File: src/rtl/i2c_config_seq.sv
// I2C register-write sequencer: walks a configuration table and writes each
// entry ({DEV_ADDR, data bytes MSB first}) with START/STOP, ACK checks and retry.
module i2c_config_seq #(
  parameter int         QTR_DIV    = 256,
  parameter logic [7:0] DEV_ADDR   = 8'h34,
  parameter int         N_REGS     = 9,
  parameter int         IDX_W      = 4,
  parameter int         DATA_W     = 16,
  parameter int         MAX_RETRY  = 3,
  parameter int         AUTO_START = 1
) (
  input  logic              clk,
  input  logic              nrst,
  input  logic              start,
  output logic [IDX_W-1:0]  rom_idx,
  input  logic [DATA_W-1:0] rom_data,
  output logic              busy,
  output logic              done,
  output logic              err,
  output logic [IDX_W-1:0]  err_idx,
  output logic              i2c_scl,
  output logic              i2c_sda_oe,
  input  logic              i2c_sda_in
);

  localparam int QW   = $clog2(QTR_DIV);
  localparam int SH_W = 8 + DATA_W;
  localparam int NB   = 1 + DATA_W / 8;
  localparam int RW   = $clog2(MAX_RETRY + 2);

  typedef enum logic [3:0] {
    S_IDLE, S_LOAD, S_START, S_BIT, S_ACK, S_STOP, S_GAP, S_DONE, S_FAIL
  } state_t;

  state_t           r_state;
  logic [QW-1:0]    r_qcnt;
  logic [1:0]       r_q;
  logic [2:0]       r_bit;
  logic [2:0]       r_bytes;
  logic [SH_W-1:0]  r_sh;
  logic             r_nack;
  logic [RW-1:0]    r_retry;
  logic [IDX_W-1:0] r_rom_idx;
  logic [IDX_W-1:0] r_err_idx;
  logic             r_busy;
  logic             r_done;
  logic             r_err;
  logic             r_scl;
  logic             r_sda_oe;
  logic             r_sda_meta;
  logic             r_sda_sync;
  logic             r_auto_pend;
  logic             r_start_pend;

  logic w_tick;
  logic w_idle;
  logic w_trig;
  logic w_last;
  logic w_finish;

  assign w_tick   = (r_qcnt == QW'(QTR_DIV - 1));
  assign w_idle   = (r_state == S_IDLE) || (r_state == S_DONE) || (r_state == S_FAIL);
  assign w_trig   = w_idle && (start || r_start_pend || r_auto_pend);
  assign w_last   = (r_rom_idx == IDX_W'(N_REGS - 1));
  // Final STOP edge of the whole sequence (success or abort).
  assign w_finish = (r_state == S_STOP) && w_tick && (r_q == 2'd2) &&
                    (r_nack ? (r_retry == RW'(MAX_RETRY)) : w_last);

  always_ff @(posedge clk) begin
    if (!nrst) begin
      r_qcnt <= '0;
    end else if (w_tick) begin
      r_qcnt <= '0;
    end else begin
      r_qcnt <= r_qcnt + 1'b1;
    end
  end

  always_ff @(posedge clk) begin
    if (!nrst) begin
      r_sda_meta <= 1'b1;
      r_sda_sync <= 1'b1;
    end else begin
      r_sda_meta <= i2c_sda_in;
      r_sda_sync <= r_sda_meta;
    end
  end

  always_ff @(posedge clk) begin
    if (!nrst) begin
      r_state      <= S_IDLE;
      r_q          <= '0;
      r_bit        <= '0;
      r_bytes      <= '0;
      r_sh         <= '0;
      r_nack       <= 1'b0;
      r_retry      <= '0;
      r_rom_idx    <= '0;
      r_err_idx    <= '0;
      r_busy       <= 1'b0;
      r_done       <= 1'b0;
      r_err        <= 1'b0;
      r_scl        <= 1'b1;
      r_sda_oe     <= 1'b0;
      r_auto_pend  <= (AUTO_START != 0);
      r_start_pend <= 1'b0;
    end else begin
      // A start coinciding with completion is replayed on the next cycle.
      r_start_pend <= start && w_finish;
      if (w_trig) begin
        r_auto_pend <= 1'b0;
        r_rom_idx   <= '0;
        r_retry     <= '0;
        r_done      <= 1'b0;
        r_err       <= 1'b0;
        r_busy      <= 1'b1;
        r_state     <= S_LOAD;
      end else begin
        case (r_state)
          S_LOAD: begin
            r_sh    <= {DEV_ADDR, rom_data};
            r_bytes <= 3'(NB);
            r_nack  <= 1'b0;
            r_q     <= '0;
            r_state <= S_START;
          end
          S_START: begin
            if (w_tick) begin
              if (r_q == 2'd0) begin
                r_sda_oe <= 1'b1;
                r_q      <= 2'd1;
              end else begin
                r_scl   <= 1'b0;
                r_q     <= 2'd0;
                r_bit   <= '0;
                r_state <= S_BIT;
              end
            end
          end
          S_BIT: begin
            if (w_tick) begin
              r_q <= r_q + 2'd1;
              case (r_q)
                2'd0: begin
                  r_sda_oe <= ~r_sh[SH_W-1];
                  r_scl    <= 1'b0;
                end
                2'd1: r_scl <= 1'b1;
                2'd2: begin
                end
                default: begin
                  r_scl <= 1'b0;
                  r_sh  <= r_sh << 1;
                  if (r_bit == 3'd7) begin
                    r_state <= S_ACK;
                  end else begin
                    r_bit <= r_bit + 3'd1;
                  end
                end
              endcase
            end
          end
          S_ACK: begin
            if (w_tick) begin
              r_q <= r_q + 2'd1;
              case (r_q)
                2'd0: r_sda_oe <= 1'b0;
                2'd1: r_scl    <= 1'b1;
                2'd2: r_nack   <= r_sda_sync;
                default: begin
                  r_scl <= 1'b0;
                  r_bit <= '0;
                  if (r_nack || (r_bytes == 3'd1)) begin
                    r_state <= S_STOP;
                  end else begin
                    r_bytes <= r_bytes - 3'd1;
                    r_state <= S_BIT;
                  end
                end
              endcase
            end
          end
          S_STOP: begin
            if (w_tick) begin
              case (r_q)
                2'd0: begin
                  r_sda_oe <= 1'b1;
                  r_q      <= 2'd1;
                end
                2'd1: begin
                  r_scl <= 1'b1;
                  r_q   <= 2'd2;
                end
                default: begin
                  r_sda_oe <= 1'b0;
                  r_q      <= 2'd0;
                  if (!r_nack) begin
                    r_retry <= '0;
                    if (w_last) begin
                      r_busy  <= 1'b0;
                      r_done  <= 1'b1;
                      r_state <= S_DONE;
                    end else begin
                      r_rom_idx <= r_rom_idx + 1'b1;
                      r_state   <= S_GAP;
                    end
                  end else if (r_retry < RW'(MAX_RETRY)) begin
                    r_retry <= r_retry + 1'b1;
                    r_state <= S_GAP;
                  end else begin
                    r_err     <= 1'b1;
                    r_err_idx <= r_rom_idx;
                    r_busy    <= 1'b0;
                    r_state   <= S_FAIL;
                  end
                end
              endcase
            end
          end
          S_GAP: begin
            if (w_tick) begin
              r_q <= r_q + 2'd1;
              if (r_q == 2'd3) begin
                r_state <= S_LOAD;
              end
            end
          end
          S_IDLE, S_DONE, S_FAIL: begin
          end
          default: r_state <= S_IDLE;
        endcase
      end
    end
  end

  assign rom_idx    = r_rom_idx;
  assign err_idx    = r_err_idx;
  assign busy       = r_busy;
  assign done       = r_done;
  assign err        = r_err;
  assign i2c_scl    = r_scl;
  assign i2c_sda_oe = r_sda_oe;

endmodule

File: config.mk
export PLATFORM = sky130hd
export DESIGN_NAME = i2c_config_seq
export DESIGN_NICKNAME = d
export VERILOG_FILES = /design/src/rtl/i2c_config_seq.sv
export SDC_FILE = /design/constraint.sdc
export NUM_CORES = 1
export LEC_CHECK = 0
export CORE_MARGIN = 4
export CORE_UTILIZATION = 55
export CTS_CLUSTER_SIZE = 20
export DETAILED_ROUTE_END_ITERATION = 16
export PLACE_DENSITY = 0.86
export SETUP_SLACK_MARGIN = 0.05
export SYNTH_ARGS = -nofsm -noshare
export SYNTH_HDL_FRONTEND = slang
export SYNTH_SLANG_ARGS = --single-unit
File: constraint.sdc
create_clock -name clk -period 4.7 [get_ports clk]
set_clock_uncertainty 0.2 [all_clocks]
set_input_delay 0.47 -clock clk [delete_from_list [all_inputs] [get_ports clk]]
set_output_delay 0.47 -clock clk [all_outputs]
set_load 0.005 [all_outputs]
==> impl_metrics.py, run 1 <==
metrics = {
    "status": {
        "status": "complete, no violations",
    },
    "clocking": {
        "cts_max_path_buffers": 2,
        "postCtsResizedCells": 0,
        "cts_made_buffers": 9,
        "cts_sinks": 65,
        "post_cts_buffers": 0,
        "cts_root_buf": "clkbuf_8",
        "tritoncts": "done",
        "clk_latency_ns": 0.36,
        "htreeDepth": 3,
        "clk_pin_slew_ns": 0.08,
        "hold_buffers": 0,
    },
    "place": {
        "portBuffers": 32,
        "hpwl_mm": 5.24,
        "dp.cells": 471,
        "place.gp.congestion": 0.881,
        "pre_cts_slack_ns": 1.64,
    },
    "sta": {
        "slew_viol_final": 0,
        "period_minus_slack_ns": 3.08,
        "finalHoldViolCount": 0,
        "tns_ns": 0,
        "fmax_mhz": 325,
        "worstMarginPinSlew_ns": 0.998,
        "rsz0062_at_grt": "false",
        "slew_headroom_pct": 33.2,
        "post-route-period-util_pct": 65.5,
        "finalSetupViolations": 0,
        "timing.final.ws_setup_ns": 1.62,
    },
    "layout": {
        "drive_above_1_share_pct": 10.4,
        "layout_common_cells": "dfxtp_1 (65), nor2_1 (53), clkdlybuf4s50_1 (32), nand2_1 (26), mux2i_1 (24)",
        "fin_cells": 487,
        "diodes": 0,
        "fin_nets": 442,
        "final_common_cell": "dfxtp_1",
        "n_fill_cell": 447,
        "syn2layout_area_growth_pct": 16.2,
    },
    "floorplanning": {
        "die_w_um": 86.9,
        "coreArea_mm2": 0.00599,
        "num_rows": 28,
        "num_io_pins": 33,
        "dieArea_mm2": 0.00756,
        "initial_core_util_pct": 57.2,
        "die_height_um": 86.9,
    },
    "global_route": {
        "antenna_found_initial": 0,
        "grt_pass1_vias": 2781,
        "overflow": 0,
        "grt_usage_pct": 21.4,
        "grt_pass1_wl_mm": 12.8,
        "grt_max_degree": 35,
    },
    "power": {
        "power_density_mw_per_mm2": 354,
        "cellLeakagePower_nw": 1.46,
        "seq_power_share_pct": 45.0,
        "power.switching_w": 0.000411,
        "peakVddDrop_mv": 0.335,
        "pwr-share-comb_pct": 15.9,
        "clockPowerShare_pct": 39.0,
        "p_sw_share_pct": 29.2,
        "p_int_w": 0.000998,
    },
    "route": {
        "post-route-drc-count": 0,
        "drtIter0Drc": 221,
        "wire_per_inst_um": 15.9,
        "drtPass1Iterations": 5,
        "drtAntennaViolNets": 0,
        "drt-vias-per-instance": 5.86,
        "wirelength_mm": 7.73,
        "via_count": 2855,
    },
    "synthesis": {
        "ys_seq_area_share_pct": 38.0,
        "ys_async_sr_fraction_pct": 0,
        "postSynthAreaPerCell_um2": 8.92,
        "syn_nets": 419,
        "synth_edf_count": 0,
        "synthCells": 384,
        "synthDistinctLibCells": 64,
        "ys_ff_latch": 65,
        "ys.flop_type": "dfxtp_1",
        "yosys_warnings": 0,
        "synth_area_mm2": 0.00343,
    },
    "flow_run": {
        "drv_cap": 0,
    },
    "setup_path": {
        "endpoint_kind": "flip-flop",
        "critPathLaunchType": "flip-flop",
        "path_max_fanout": 30,
        "critPathKind": "reg -> reg",
        "crit_required_ns": 4.78,
        "arrival_ns": 3.16,
    },
    "min_path": {
        "hp-class": "reg -> reg",
    },
}
## metrics by stage
stage | total power, W | util, % | hold WS [ns] | cell area (µm²)
after global routing | 0.00147 | 66.4 | 0.234 | 3980
final | 0.00141 | 66.4 | 0.215 | 3980
after global placement | 0.000854 | 62.7 | 0.194 | 3760
after CTS | 0.00141 | 66.4 | 0.222 | 3980
after detailed placement | 0.000868 | 62.7 | 0.203 | 3760
after floorplan | 0.000816 | - | 0.186 | 3430
## logic make-up (layout without fill, tap and decap cells)
group	count (synthesis)	count (layout)	synth area share (%)
flip-flops	65	65	38.0
AND/OR/NAND/NOR	147	147	23.3
AO/OA/AOI/OAI	84	84	18.7
multiplexers	24	24	7.01
XOR/XNOR	8	8	2.05
buffers and inverters	41	69	5.51
adder cells (fa/ha/maj)	15	15	5.48
## cells in the mapped netlist, types with 4 or more instances
cell type | count | share of area [%]
a211oi_1 | 11 | 2.4
a211oi_2 | 7 | 2.6
a21o_1 | 4 | 0.88
a21oi_1 | 20 | 2.9
a22oi_1 | 4 | 0.88
a31oi_1 | 6 | 1.1
buf_2 | 10 | 1.5
buf_4 | 6 | 1.3
clkbuf_1 | 7 | 0.77
dfxtp_1 | 65 | 38
ha_1 | 15 | 5.5
inv_1 | 18 | 2.0
mux2i_1 | 24 | 7.0
nand2_1 | 26 | 2.8
nand2b_1 | 8 | 1.5
nand3_1 | 14 | 2.0
nor2_1 | 53 | 5.8
nor2b_1 | 8 | 1.5
nor3_1 | 5 | 0.73
o21ai_0 | 4 | 0.58
xnor2_1 | 5 | 1.3
## critical path: stages (launching register included)
cell      delay, ns
dfxtp_1        0.95
nand2b_1       0.29
a211oi_4       0.90
buf_4          0.37
nor2_1         0.09
a211oi_2       0.21
## power groups by stage
stage               clock, W  combinational, W  sequential (W)
global route        0.000576          0.000249        0.000640
global placement           0          0.000212        0.000642
finish              0.000550          0.000225        0.000634
floorplan                  0          0.000193        0.000623
CTS                 0.000551          0.000225        0.000633
detailed placement         0          0.000223        0.000645
## area by class of cell
class                      instances  area, µm²  share of cell area (%)
clock buffer                       9        124                    3.11
clock inverter                     7        100                    2.51
inverter                          18       67.6                    1.70
multi-input combinational        278       1950                    49.0
sequential                        65       1300                    32.7
tap                               75       93.8                    2.36
timing repair buffer              35        343                    8.61
## final timing paths
path,to,depth (start not counted),start,slack [ns]
worst max-delay path,r_sh[10],5,r_state[0],1.62
worst min register to register,r_sda_sync,1,r_sda_meta,0.22
worst min-delay path,r_sda_sync,1,r_sda_meta,0.22
worst max register to register,r_sh[10],5,r_state[0],1.62
## flip-flops by register name (all words and copies together) (netlist names), 2 cells and up
name,cells
r_qcnt,8
err_idx,4
r_bit,3
r_sh,24
r_state,4
rom_idx,4
r_bytes,3
r_q,2
r_retry,3
## per-layer routing
metal	vias up	share of wire [%]	track usage, %
met4	0	2.6	9.49
met1	1326	44	26.0
met2	92	49	35.8
met3	25	4.8	5.11
met5	-	0	0
li1	1412	-	-
Note: power is estimated with default switching activity, not from simulation.
==> run 2: changes to the inputs <==
- clock period: 4.7 -> 3.1 ns (I/O delays scaled with it)
==> run 2 against run 1 <==
Clock-buffer cell count is the same; clock power up 34%; global-route usage is 0.55 points higher; core utilization grew 0.063 points; critical path depth is 2 higher; die area unchanged; maximum frequency rose by 24%; non-clock buffer count up 2.
==> impl_metrics.py, run 2 (synthesized netlist as in run 1, its figures left out) <==
metrics = {
    "power": {
        "pwr-share-comb_pct": 17.4,
        "p_sw_share_pct": 29.8,
        "seq_power_share_pct": 46.5,
        "p_int_w": 0.00143,
        "power.switching_w": 0.000609,
        "cellLeakagePower_nw": 1.46,
        "power_density_mw_per_mm2": 513,
        "clockPowerShare_pct": 36.1,
        "peakVddDrop_mv": 0.420,
    },
    "clocking": {
        "cts_made_buffers": 9,
        "clk_pin_slew_ns": 0.09,
        "htreeDepth": 3,
        "hold_buffers": 0,
        "cts_root_buf": "clkbuf_8",
        "cts_sinks": 65,
        "cts_max_path_buffers": 2,
        "postCtsResizedCells": 0,
        "post_cts_buffers": 0,
        "clk_latency_ns": 0.36,
        "tritoncts": "done",
    },
    "layout": {
        "diodes": 0,
        "ff_latch_area_mm2": 0.00130,
        "top_register": "r_sh",
        "n_fill_cell": 460,
        "fin_nets": 444,
        "reg_top3": "r_sh (24), r_qcnt (8)",
        "final_common_cell": "dfxtp_1",
        "syn2layout_area_growth_pct": 16.3,
        "drive_above_1_share_pct": 10.9,
        "fin_cells": 489,
        "layout_common_cells": "dfxtp_1 (65), nor2_1 (53), clkdlybuf4s50_1 (32), nand2_1 (26), mux2i_1 (24)",
        "largest_reg_flops": 24,
        "finish.utilization_pct": 66.5,
        "multi_input_area_mm2": 0.00195,
    },
    "place": {
        "hpwl_mm": 5.25,
        "pre_cts_slack_ns": 0.674,
        "place.gp.congestion": 0.920,
        "portBuffers": 32,
        "dp.cells": 473,
    },
    "setup_path": {
        "path_buf_inv": 1,
        "crit_family": "simple AND/OR/NAND/NOR gates",
        "arrival_ns": 2.56,
        "critPathLaunchType": "flip-flop",
        "critPathKind": "reg -> reg",
        "reg2regPathDepth": 7,
        "endpoint_kind": "flip-flop",
        "path_depth": 7,
        "path_max_fanout": 41,
        "cp_slowest_cell": "and4_1",
        "slowest_delay_ns": 0.46,
        "crit_required_ns": 3.18,
        "crit_path_cell_trace": "ha_1 -> and4_1 -> nand3_4 -> a211oi_4 -> buf_4 -> nor2_1 -> a211oi_2",
    },
    "global_route": {
        "overflow": 0,
        "grt_usage_pct": 21.9,
        "grt_max_degree": 42,
        "grt_pass1_wl_mm": 13.1,
        "antenna_found_initial": 0,
        "grt_pass1_vias": 2885,
    },
    "sta": {
        "tns_ns": 0,
        "period_minus_slack_ns": 2.48,
        "finalSetupViolations": 0,
        "slew_headroom_pct": 53.8,
        "holdWs_ns": 0.226,
        "timing.final.ws_setup_ns": 0.624,
        "fmax_mhz": 404,
        "slew_viol_final": 0,
        "rsz0062_at_grt": "false",
        "post-route-period-util_pct": 79.9,
        "finalHoldViolCount": 0,
        "worstMarginPinSlew_ns": 0.692,
    },
    "min_path": {
        "hold_depth": 1,
        "hp-class": "reg -> reg",
    },
    "floorplanning": {
        "initial_core_util_pct": 57.2,
        "die_w_um": 86.9,
        "die_height_um": 86.9,
        "dieArea_mm2": 0.00756,
        "num_rows": 28,
        "coreArea_mm2": 0.00599,
        "num_io_pins": 33,
    },
    "status": {
        "status": "complete, no violations",
    },
    "route": {
        "drtPass1Iterations": 4,
        "wirelength_mm": 7.42,
        "drtIter0Drc": 231,
        "via_count": 2872,
        "wire_per_inst_um": 15.2,
        "post-route-drc-count": 0,
        "drtAntennaViolNets": 0,
        "drt-vias-per-instance": 5.87,
    },
    "flow_run": {
        "drv_cap": 0,
    },
}
run 2: cell count changes in the layout (fill, tap and decap cells not counted):
cell,delta
clkinv_4,-1
bufinv_16,-1
buf_4,+1
clkinvlp_4,+2
buf_12,+1
run 2: worst reg2reg max path: cells and delay by family (launching register included):
| kind | cells | cell delay [ns] |
|---|---|---|
| adder cells (fa/ha/maj) | 1 | 0.23 |
| flip-flops | 1 | 0.35 |
| buffers and inverters | 1 | 0.42 |
| AND/OR/NAND/NOR | 3 | 0.72 |
| AO/OA/AOI/OAI | 2 | 0.49 |
run 2: through the flow:
| step | power [W] | instance area, µm² |
|---|---|---|
| 2_1_floorplan | 0.00124 | 3430 |
| 3_3_place_gp | 0.00130 | 3780 |
| 3_5_place_dp | 0.00132 | 3780 |
| 4_1_cts | 0.00206 | 3980 |
| 5_1_grt | 0.00214 | 3980 |
| 6_report | 0.00204 | 3980 |
run 2: area by class of cell:
| type | instances | area share [%] |
|---|---|---|
| timing repair buffer | 37 | 9.30 |
| tap | 75 | 2.36 |
| clock inverter | 7 | 1.92 |
| inverter | 18 | 1.70 |
| sequential | 65 | 32.7 |
| multi-input combinational | 278 | 49.0 |
| clock buffer | 9 | 3.11 |
run 2: final timing paths:
path,from,to,slack [ns]
worst max-delay path,r_qcnt[0],r_sh[11],0.62
worst min register to register,r_sda_meta,r_sda_sync,0.23
worst min-delay path,r_sda_meta,r_sda_sync,0.23
worst max register to register,r_qcnt[0],r_sh[11],0.62
run 2: power by group through the flow:
stage,clock network [W],registers [W],logic [W]
floorplan,0,0.000944,0.000293
global placement,0,0.000966,0.000335
detailed placement,0,0.000970,0.000351
CTS,0.000751,0.000951,0.000357
global route,0.000784,0.000962,0.000395
finish,0.000738,0.000951,0.000355
run 2: routing by layer:
layer / track usage, % / wire, µm
met5: 0 / 0
met4: 10.6 / 153
met3: 4.45 / 306
met2: 36.0 / 3670
met1: 27.4 / 3290
